## config.mk

```make
export PLATFORM = sky130hd
export DESIGN_NAME = vga_bus_arbiter
export DESIGN_NICKNAME = d
export VERILOG_FILES = /design/src/rtl/vga_bus_pkg.sv /design/src/rtl/prio_onehot_picker.sv /design/src/rtl/vga_bus_arbiter.sv
export SDC_FILE = /design/constraint.sdc
export NUM_CORES = 1
export LEC_CHECK = 0
export CORE_ASPECT_RATIO = 1.25
export CORE_UTILIZATION = 43
export DETAILED_ROUTE_END_ITERATION = 6
export HOLD_SLACK_MARGIN = 0.15
export PLACE_DENSITY = 0.86
export REMOVE_ABC_BUFFERS = 1
export SYNTH_ARGS = -nofsm -noshare
export SYNTH_HDL_FRONTEND = slang
export SYNTH_SLANG_ARGS = --single-unit
```

## constraint.sdc

```tcl
create_clock -name CLOCK_50 -period 5.6 [get_ports CLOCK_50]
set_input_delay 0.84 -clock CLOCK_50 [delete_from_list [all_inputs] [get_ports CLOCK_50]]
set_output_delay 0.84 -clock CLOCK_50 [all_outputs]
set_load 0.05 [all_outputs]
```

## src/rtl/vga_bus_pkg.sv

```systemverilog
// Shared constants and state encoding for the VGA/ROM bus arbiter.
// Index constants name the drawing engines in priority order.
package vga_bus_pkg;
  localparam int ADDR_W  = 16;
  localparam int X_W     = 8;
  localparam int Y_W     = 7;
  localparam int RGB_W   = 24;
  localparam int NUM_REQ = 3;

  localparam int REQ_MAP   = 0;
  localparam int REQ_TILE  = 1;
  localparam int REQ_SCORE = 2;

  localparam int unsigned TIMEOUT_CYCLES = 800000;

  typedef enum logic [1:0] {
    IDLE,
    OWN,
    GAP
  } arb_state_t;
endpackage

```

## src/rtl/prio_onehot_picker.sv

```systemverilog
// Lowest-index-wins picker: one-hot plus binary index of the winner.
// Index 0 has highest priority.
module prio_onehot_picker
  import vga_bus_pkg::*;
#(
  parameter int N     = 3,
  parameter int IDX_W = 2
) (
  input  logic [N-1:0]     req,
  output logic [N-1:0]     onehot,
  output logic [IDX_W-1:0] idx,
  output logic             any
);

  always_comb begin
    onehot = '0;
    idx    = '0;
    any    = 1'b0;
    for (int i = N - 1; i >= 0; i--) begin
      if (req[i]) begin
        onehot    = '0;
        onehot[i] = 1'b1;
        idx       = IDX_W'(i);
        any       = 1'b1;
      end
    end
  end

endmodule

```

## src/rtl/vga_bus_arbiter.sv

```systemverilog
// Job-granular arbiter sharing the ROM address and VGA plot ports
// between the drawing engines; a watchdog reclaims stuck grants.
module vga_bus_arbiter #(
  parameter int          NUM_REQ        = vga_bus_pkg::NUM_REQ,
  parameter int          ADDR_W         = vga_bus_pkg::ADDR_W,
  parameter int          X_W            = vga_bus_pkg::X_W,
  parameter int          Y_W            = vga_bus_pkg::Y_W,
  parameter int          RGB_W          = vga_bus_pkg::RGB_W,
  parameter int unsigned TIMEOUT_CYCLES = vga_bus_pkg::TIMEOUT_CYCLES
) (
  input  logic                       CLOCK_50,
  input  logic                       frame_reset,
  input  logic [NUM_REQ-1:0]         req,
  input  logic [NUM_REQ-1:0]         done,
  input  logic [NUM_REQ*ADDR_W-1:0]  req_rom_addr,
  input  logic [NUM_REQ-1:0]         req_plot,
  input  logic [NUM_REQ*X_W-1:0]     req_x,
  input  logic [NUM_REQ*Y_W-1:0]     req_y,
  input  logic [NUM_REQ*RGB_W-1:0]   req_rgb,
  output logic [NUM_REQ-1:0]         grant,
  output logic [ADDR_W-1:0]          rom_address,
  output logic                       vga_plot,
  output logic [X_W-1:0]             vga_x,
  output logic [Y_W-1:0]             vga_y,
  output logic [RGB_W-1:0]           vga_colour,
  output logic                       busy,
  output logic                       timeout_err
);
  import vga_bus_pkg::*;

  localparam int IDX_W =
    (NUM_REQ > 1) ? $clog2(NUM_REQ) : 1;
  localparam int WD_W =
    (TIMEOUT_CYCLES > 1) ? $clog2(TIMEOUT_CYCLES) : 1;
  localparam logic [WD_W-1:0] WD_LAST =
    WD_W'(TIMEOUT_CYCLES - 1);

  arb_state_t         state;
  arb_state_t         state_nx;
  logic [IDX_W-1:0]   owner;
  logic [NUM_REQ-1:0] grant_q;
  logic [WD_W-1:0]    wd;
  logic [ADDR_W-1:0]  rom_hold;
  logic               plot_q;
  logic [X_W-1:0]     x_q;
  logic [Y_W-1:0]     y_q;
  logic [RGB_W-1:0]   rgb_q;
  logic               terr_q;

  logic [NUM_REQ-1:0] pick_onehot;
  logic [IDX_W-1:0]   pick_idx;
  logic               pick_any;

  logic               own_req;
  logic               own_done;
  logic               own_plot;
  logic [ADDR_W-1:0]  own_addr;
  logic [X_W-1:0]     own_x;
  logic [Y_W-1:0]     own_y;
  logic [RGB_W-1:0]   own_rgb;
  logic               wd_hit;
  logic               leave;

  prio_onehot_picker #(
    .N     (NUM_REQ),
    .IDX_W (IDX_W)
  ) u_pick (
    .req    (req),
    .onehot (pick_onehot),
    .idx    (pick_idx),
    .any    (pick_any)
  );

  // Only the owner's slot is ever looked at.
  always_comb begin
    own_req  = 1'b0;
    own_done = 1'b0;
    own_plot = 1'b0;
    own_addr = '0;
    own_x    = '0;
    own_y    = '0;
    own_rgb  = '0;
    for (int i = 0; i < NUM_REQ; i++) begin
      if (owner == IDX_W'(i)) begin
        own_req  = req[i];
        own_done = done[i];
        own_plot = req_plot[i];
        own_addr = req_rom_addr[i*ADDR_W +: ADDR_W];
        own_x    = req_x[i*X_W +: X_W];
        own_y    = req_y[i*Y_W +: Y_W];
        own_rgb  = req_rgb[i*RGB_W +: RGB_W];
      end
    end
  end

  always_comb begin
    state_nx = state;
    wd_hit   = (wd == WD_LAST);
    leave    = own_done | ~own_req | wd_hit;
    unique case (state)
      IDLE: if (pick_any) state_nx = OWN;
      OWN:  if (leave) state_nx = GAP;
      GAP:  state_nx = IDLE;
      default: state_nx = IDLE;
    endcase
  end

  always_ff @(posedge CLOCK_50 or posedge frame_reset) begin
    if (frame_reset) begin
      state    <= IDLE;
      owner    <= '0;
      grant_q  <= '0;
      wd       <= '0;
      rom_hold <= '0;
      plot_q   <= 1'b0;
      x_q      <= '0;
      y_q      <= '0;
      rgb_q    <= '0;
      terr_q   <= 1'b0;
    end else begin
      state <= state_nx;
      if (state == IDLE && pick_any) begin
        owner   <= pick_idx;
        grant_q <= pick_onehot;
        wd      <= '0;
      end
      if (state == OWN) begin
        rom_hold <= own_addr;
        x_q      <= own_x;
        y_q      <= own_y;
        rgb_q    <= own_rgb;
        if (wd != '1) wd <= wd + WD_W'(1);
        if (leave) grant_q <= '0;
        if (wd_hit) terr_q <= 1'b1;
      end
      // A pixel on the releasing cycle is dropped so GAP stays dark.
      plot_q <= (state == OWN) && !leave && own_plot;
    end
  end

  assign grant       = grant_q;
  assign busy        = (state == OWN);
  assign rom_address = (state == OWN) ? own_addr : rom_hold;
  assign vga_plot    = plot_q;
  assign vga_x       = x_q;
  assign vga_y       = y_q;
  assign vga_colour  = rgb_q;
  assign timeout_err = terr_q;

endmodule

```

==> metrics, run 1 <==
Iteration-0 DRC Markers=287; first-pass GRT wire length=22.9 mm; min-delay src=vga_x[3]$_DFFE_PP0P_; yosys warns=0; Leakage=2.99 nW; Post-Synthesis Cells=527; Crit Path Max Fanout=34; Post-DP HPWL=10.4 mm; P_sw=2.03 mW; Post-Layout Cell Count=877; hold buffers post-CTS=0; Tmin final=4.17 ns; post-CTS setup buffers=0; Layout Nets=920; synthesized flop and latch total=84; Clock Power Share=16.4%; Area Growth Syn to Fin=60.4%; Final Skew=0.00516 ns; total global-route track usage=26.4%; setup TNS=0 ns; Synth cell types=41; Post-DP Area=7000 um2; # rows=between 40 and 50; area share of the largest cell type after synthesis=45.9%; clk slew on worst S/H paths=approximately 0.060 ns; register area share after synthesis=45.9%; Initial Util=between 40% and 50%; Hold/Removal Path Class=reg -> reg; critical path endpoint category=output pin; Max VDD drop=between 0.0004 and 0.0005 V; asr flop ratio synth=between 90% and 100%; dpl cells=861; CP max-delay cell=clkdlybuf4s50_1; Mapped Area=between 4000 and 5000 um2; ANT cells=0; post-synth top area cell=dfrtp_1; Clock Latency Late Sink=0.33 ns; Seq pwr share=24.4%; Critical Path Start=owner[0]$_DFFE_PP0P_; largest net degree at the start of global routing=97; Critical Path AT=between 3 and 4 ns; Synth Flop Type=dfrtp_1; Crit Path Class=reg -> out; GR Overflow Total=0; wire length per cell=16.1 um; EDFF count, synth=0; combinational share of power=between 50% and 60%; Worst Setup Start Kind=flip-flop; Final Setup Violations=0; fin util=~72%; core area=10200 um2; routed vias/inst=between 5 and 6; cell area power density=around 570 nW/um2; fraction of layout cells with a size suffix above 1=4.28%; worst r2r src=state[1]$_DFFE_PP0P_; final hold vios=0; FMAX=240 MHz; initial antenna violation count=0; Slew @ Worst Pin=between 0.9 and 1 ns; drt pass-1 iters=4; die width=94.3 um; CP Cell Sequence=nor2b_4 -> buf_4 -> a21oi_1 -> o21ai_0 -> clkdlybuf4s50_1; synth top area cells=dfrtp_1 (46%), mux2i_1 (14%), o21ai_0 (7.0%), a21oi_1 (6.6%), nand2_1 (6.3%); DR vias=4747; total CTS buffers=9; critical path required time=4.76 ns; post_cts resized=0; root buffer cell=clkbuf_16; fin crit share=74.5%; sw frac=48.7%; Max-slew headroom=approximately two fifths; die height=117 um; crit-path max cell delay=0.87 ns; number of port buffers=236; design area=7340 um2; status=finished clean; syn_area_per_cell=8.68 um2; drt total wl=roughly 14 mm; vias in the first global route=4875; fin. max-slew vios=0; unrepaired setup endpoints after global routing=no; maxcap violations=0; num ports=between 200 and 250; setup slack, reg-to-reg=3.13 ns; post-route ant nets=0; CTS tree=yes; clock tree buffer depth=2; internal power=2.14 mW; Residual DRC=0; die area=between 10000 and 15000 um2; Sink Count=84; GPL Wtd Cong=0.888; CTS H-tree depth=3
-- sequential cells by signal, summed over array words and instances, names as in the netlist --
| signal | cells |
|---|---|
| state | 2 |
| grant | 3 |
| timeout_err | 1 |
| vga_plot | 1 |
| vga_x | 8 |
| owner | 2 |
| vga_colour | 24 |
| vga_y | 7 |
| wd | 20 |
| rom_hold | 16 |
-- worst max-delay path: cells and delay by family, from the launching register on --
family | cells | cell delay (ns)
buffers and inverters | 2 | 1.25
DFF | 1 | 0.71
and+or+nand+nor | 1 | 0.71
AOI/OAI and AO/OA | 2 | 0.32
-- cell usage in the layout (no fill, tap or decap), types with 2 or more instances in the layout --
cell	n
nor3_1	9
clkdlybuf4s50_1	236
buf_4	6
dfrtp_1	82
clkbuf_1	2
or3_4	2
nand2_1	77
nor2_1	66
bufinv_16	3
a21oi_1	60
o311ai_0	2
o31ai_1	5
or3_1	2
clkbuf_16	9
nand4_1	7
o21ai_0	64
nand3_1	12
o211ai_1	5
nor3b_1	2
inv_1	4
nor4_1	4
mux2i_1	63
-- through the flow --
stage / power (mW) / setup WS [ns] / hold slack [ns]
final: 4.17 / 1.43 / 0.479
after global routing: 4.40 / 1.26 / 0.511
after CTS: 4.19 / 1.45 / 0.483
after detailed placement: 3.48 / 1.82 / 0.470
after global placement: 3.42 / 1.84 / 0.463
after floorplan: 2.63 / -0.146 / 0.467
-- final cells by class --
class                      count  area, um2
clock buffer                  12        246
sequential                    84       2110
multi-input combinational    400       2300
fill                         770       2870
timing repair buffer         242       2410
tap                          129        161
inverter                       6       23.8
clock inverter                 4       97.6
-- Yosys cell counts (all sizes together), types with 2 or more instances --
cell,n
dfrtp,84
nand2,77
nor2,66
o21ai,66
mux2i,63
a21oi,60
buf,19
clkbuf,18
nand3,12
nor3,9
nand4,8
inv,6
o211ai,5
o31ai,5
or3,5
nor4,4
nor2b,2
nor3b,2
o311ai,2
or4,2
-- power groups by stage --
stage               logic (mW)  clock network [mW]  registers, mW
floorplan                 1.07                   0           1.56
CTS                       2.48               0.695           1.02
global route              2.63               0.720           1.05
finish                    2.47               0.684           1.02
global placement          2.41                   0           1.01
detailed placement        2.46                   0           1.02
-- routing by layer --
metal / routed length (um) / vias up / track usage [%] / share of wire, %
li1: - / 2288 / - / -
met1: 5180 / 2219 / 28.5 / 37
met2: 7550 / 197 / 47.2 / 53
met3: 916 / 43 / 6.74 / 6.5
met4: 484 / 0 / 11.7 / 3.4
met5: 0 / - / 0 / 0
-- cell families (layout without fill, tap and decap cells) --
group,after synthesis,after routing,share of synthesized area [%]
simple gates,191,191,18.8
compound gates,144,144,17.0
flops,84,84,45.9
mux,63,63,13.8
buf+inv,43,264,3.99
fa+ha+maj,1,1,0.273
xor+xnor,1,1,0.191
-- final timing paths --
path | end | cells past startpoint
worst max-delay path | rom_address[12] | 5
worst min-delay path | vga_x[3]$_DFFE_PP0P_ | 2
worst max register to register | wd[19]$_DFF_PP0_ | 6
worst min register to register | vga_x[3]$_DFFE_PP0P_ | 2
max in group asynchronous | owner[0]$_DFFE_PP0P_ | 3
min in group asynchronous | vga_colour[2]$_DFFE_PP0P_ | 2
No activity file was read; power rests on OpenSTA's default activity.
==> run 2, diff against run 1 <==
Settings changed: CORE_UTILIZATION 43 to 40, PLACE_DENSITY 0.86 to 0.81.
Clock period 5.6 ns to 3.9 ns, I/O delays scaled along.
==> run 2 against run 1 <==
The run now ends with DRC left. Critical path depth is 1 higher. Register-to-register slack worse by 1.6 ns. Setup slack worse by 1.0 ns. Design area hardly changed. Power is 41% higher. First-iteration DRC count is 45% lower. Largest power group unchanged. Wire length is 0.91% lower. Global-route usage is 2.6 points lower. Sequential power is 41% higher.
==> metrics, run 2 (synthesis gave the netlist of run 1 again) <==
initial antenna violation count=0 (unchanged); Max-slew headroom=35.6% (was 39.7%); post_cts resized=0 (unchanged); GPL Wtd Cong=0.826 (was 0.888); die width=97.7 um (was 94.3 um); Slew @ Worst Pin=0.966 ns (was 0.904 ns); drt total wl=14.0 mm (was 14.1 mm); maxcap violations=0 (unchanged); hold slack=0.476 ns (was 0.479 ns); FMAX=286 MHz; Sink Count=84 (unchanged); total global-route track usage=23.8% (was 26.4%); post-CTS setup buffers=0 (unchanged); Crit path max-delay family=buffers and inverters (unchanged); status=finished with violations (was finished clean); hold buffers post-CTS=0 (unchanged); Crit Path Max Fanout=27 (was 34); Hold/Removal Path Class=reg -> reg (unchanged); num ports=237 (unchanged); first-pass GRT wire length=22.5 mm (was 22.9 mm); number of port buffers=236 (unchanged); CTS tree=yes (unchanged); Largest register FFs=24 (unchanged); commonest non-fill, non-tap cell in the layout=clkdlybuf4s50_1 (unchanged); CTS H-tree depth=3 (unchanged); Critical Path AT=2.91 ns (was 3.33 ns); fraction of layout cells with a size suffix above 1=4.92% (was 4.28%); critical path endpoint category=output pin (unchanged); clock tree buffer depth=2 (unchanged); min-delay src=vga_colour[3]$_DFFE_PP0P_ (was vga_x[3]$_DFFE_PP0P_); setup slack, reg-to-reg=1.52 ns (was 3.13 ns); Final Skew=0.00843 ns (was 0.00516 ns); Post-DP HPWL=10.4 mm (about the same); setup TNS=0 ns (unchanged); root buffer cell=clkbuf_16 (unchanged); core area=11100 um2 (was 10200 um2); failing checks=DRC; reg2reg end=wd[19]$_DFF_PP0_ (unchanged); Residual DRC=16 (was 0); cell area power density=799 nW/um2 (was 567 nW/um2); total CTS buffers=9 (unchanged); post-route ant nets=0 (unchanged); Max VDD drop=0.000446 V (was 0.000440 V); largest net degree at the start of global routing=90 (was 97); Iteration-0 DRC Markers=159 (was 287); Layout Nets=924 (was 920); worst setup margin=0.402 ns (was 1.43 ns); WP buf/inv=2 (unchanged); # rows=43 (was 41); Tmin final=3.50 ns; hold depth=2 (unchanged); Initial Util=41.1% (was 44.8%); clk slew on worst S/H paths=0.06 ns (about the same); Leakage=3.00 nW (was 2.99 nW); fin. max-slew vios=0 (unchanged); Area Growth Syn to Fin=60.4% (about the same); die area=11900 um2 (was 11100 um2); GR Overflow Total=0 (unchanged); vias in the first global route=4739 (was 4875); fin crit share=~90%; unrepaired setup endpoints after global routing=no (unchanged); post-place setup slack=0.748 ns (was 1.82 ns); Worst Setup Start Kind=flip-flop (unchanged); Clock Latency Late Sink=0.34 ns (was 0.33 ns); CP max-delay cell=clkdlybuf4s50_1 (unchanged); DR vias=4700 (was 4747); ANT cells=0 (unchanged); crit-path max cell delay=0.88 ns (was 0.87 ns); CP Cell Sequence=buf_4 -> mux2i_1 -> nor2_1 -> a21oi_1 -> o21ai_0 -> clkdlybuf4s50_1 (was nor2b_4 -> buf_4 -> a21oi_1 -> o21ai_0 -> clkdlybuf4s50_1); routed vias/inst=5.30 (was 5.41); die height=122 um (was 117 um); final hold vios=0 (unchanged); critical path required time=3.31 ns (was 4.76 ns); worst r2r src=state[1]$_DFFE_PP0P_ (unchanged); Worst Hold End=vga_colour[3]$_DFFE_PP0P_ (was vga_x[3]$_DFFE_PP0P_); drt pass-1 iters=7 (was 4); leading cell types in the layout, fill and taps excluded=clkdlybuf4s50_1 (236), dfrtp_1 (82), nand2_1 (77), nor2_1 (66), o21ai_0 (64) (unchanged); wire length per cell=15.8 um (was 16.1 um); R2R depth=6 (unchanged); Final Setup Violations=0 (unchanged); Crit Path Class=reg -> out (unchanged)
[run 2: cell types whose count changed in the layout (fill, tap and decap cells not counted)]
cell and change:
clkinv_2 +2, clkbuf_8 +1, bufinv_16 -2, clkbuf_1 -1
buf_4 +4
[run 2: worst max-delay path by stage]
stage                               from              to  slack (ns)  cells after the start
global placement    owner[0]$_DFFE_PP0P_  rom_address[9]        0.89                      6
finish              owner[0]$_DFFE_PP0P_  rom_address[9]        0.40                      6
global route        owner[0]$_DFFE_PP0P_  rom_address[9]        0.26                      6
detailed placement  owner[0]$_DFFE_PP0P_  rom_address[9]        0.75                      6
CTS                 owner[0]$_DFFE_PP0P_  rom_address[9]        0.36                      6
floorplan           owner[0]$_DFFE_PP0P_  rom_address[0]       -1.59                      3
[run 2: layout make-up]
class,instances,area (um2)
clock buffer,12,256
timing repair buffer,246,2440
inverter,6,23.8
tap,135,169
sequential,84,2110
multi-input combinational,400,2300
clock inverter,4,47.5
fill,892,3800
[run 2: layer usage]
metal / track usage, % / share of wire [%] / vias to the layer above
met5: 0 / 0 / -
met1: 25.7 / 37 / 2223
met3: 5.91 / 6.0 / 26
li1: - / - / 2291
met4: 9.00 / 2.1 / 0
met2: 44.9 / 55 / 160
[run 2: where the power goes]
group	total [mW]	switching (mW)	internal, mW	leakage (nW)
Clock	0.872	0.343	0.529	0.149
Sequential	1.44	0.233	1.21	1.07
Combinational	3.55	2.32	1.23	1.78
[run 2: worst register-to-register path, cell delays in order (launching register included)]
cell and delay (ns):
dfrtp_1 0.42, nand2b_4 0.55, inv_2 0.42, nand3_1 0.17, or3_1 0.37, nor3_1 0.18
mux2i_1 0.20
[run 2: through the flow]
stage	utilization, %	instances	power, mW	area [um2]
floorplan	-	490	3.78	4420
global placement	63.2	871	4.93	7040
detailed placement	63.2	871	5.02	7040
CTS	65.9	887	5.91	7340
global route	65.9	887	6.21	7340
finish	65.9	887	5.87	7340
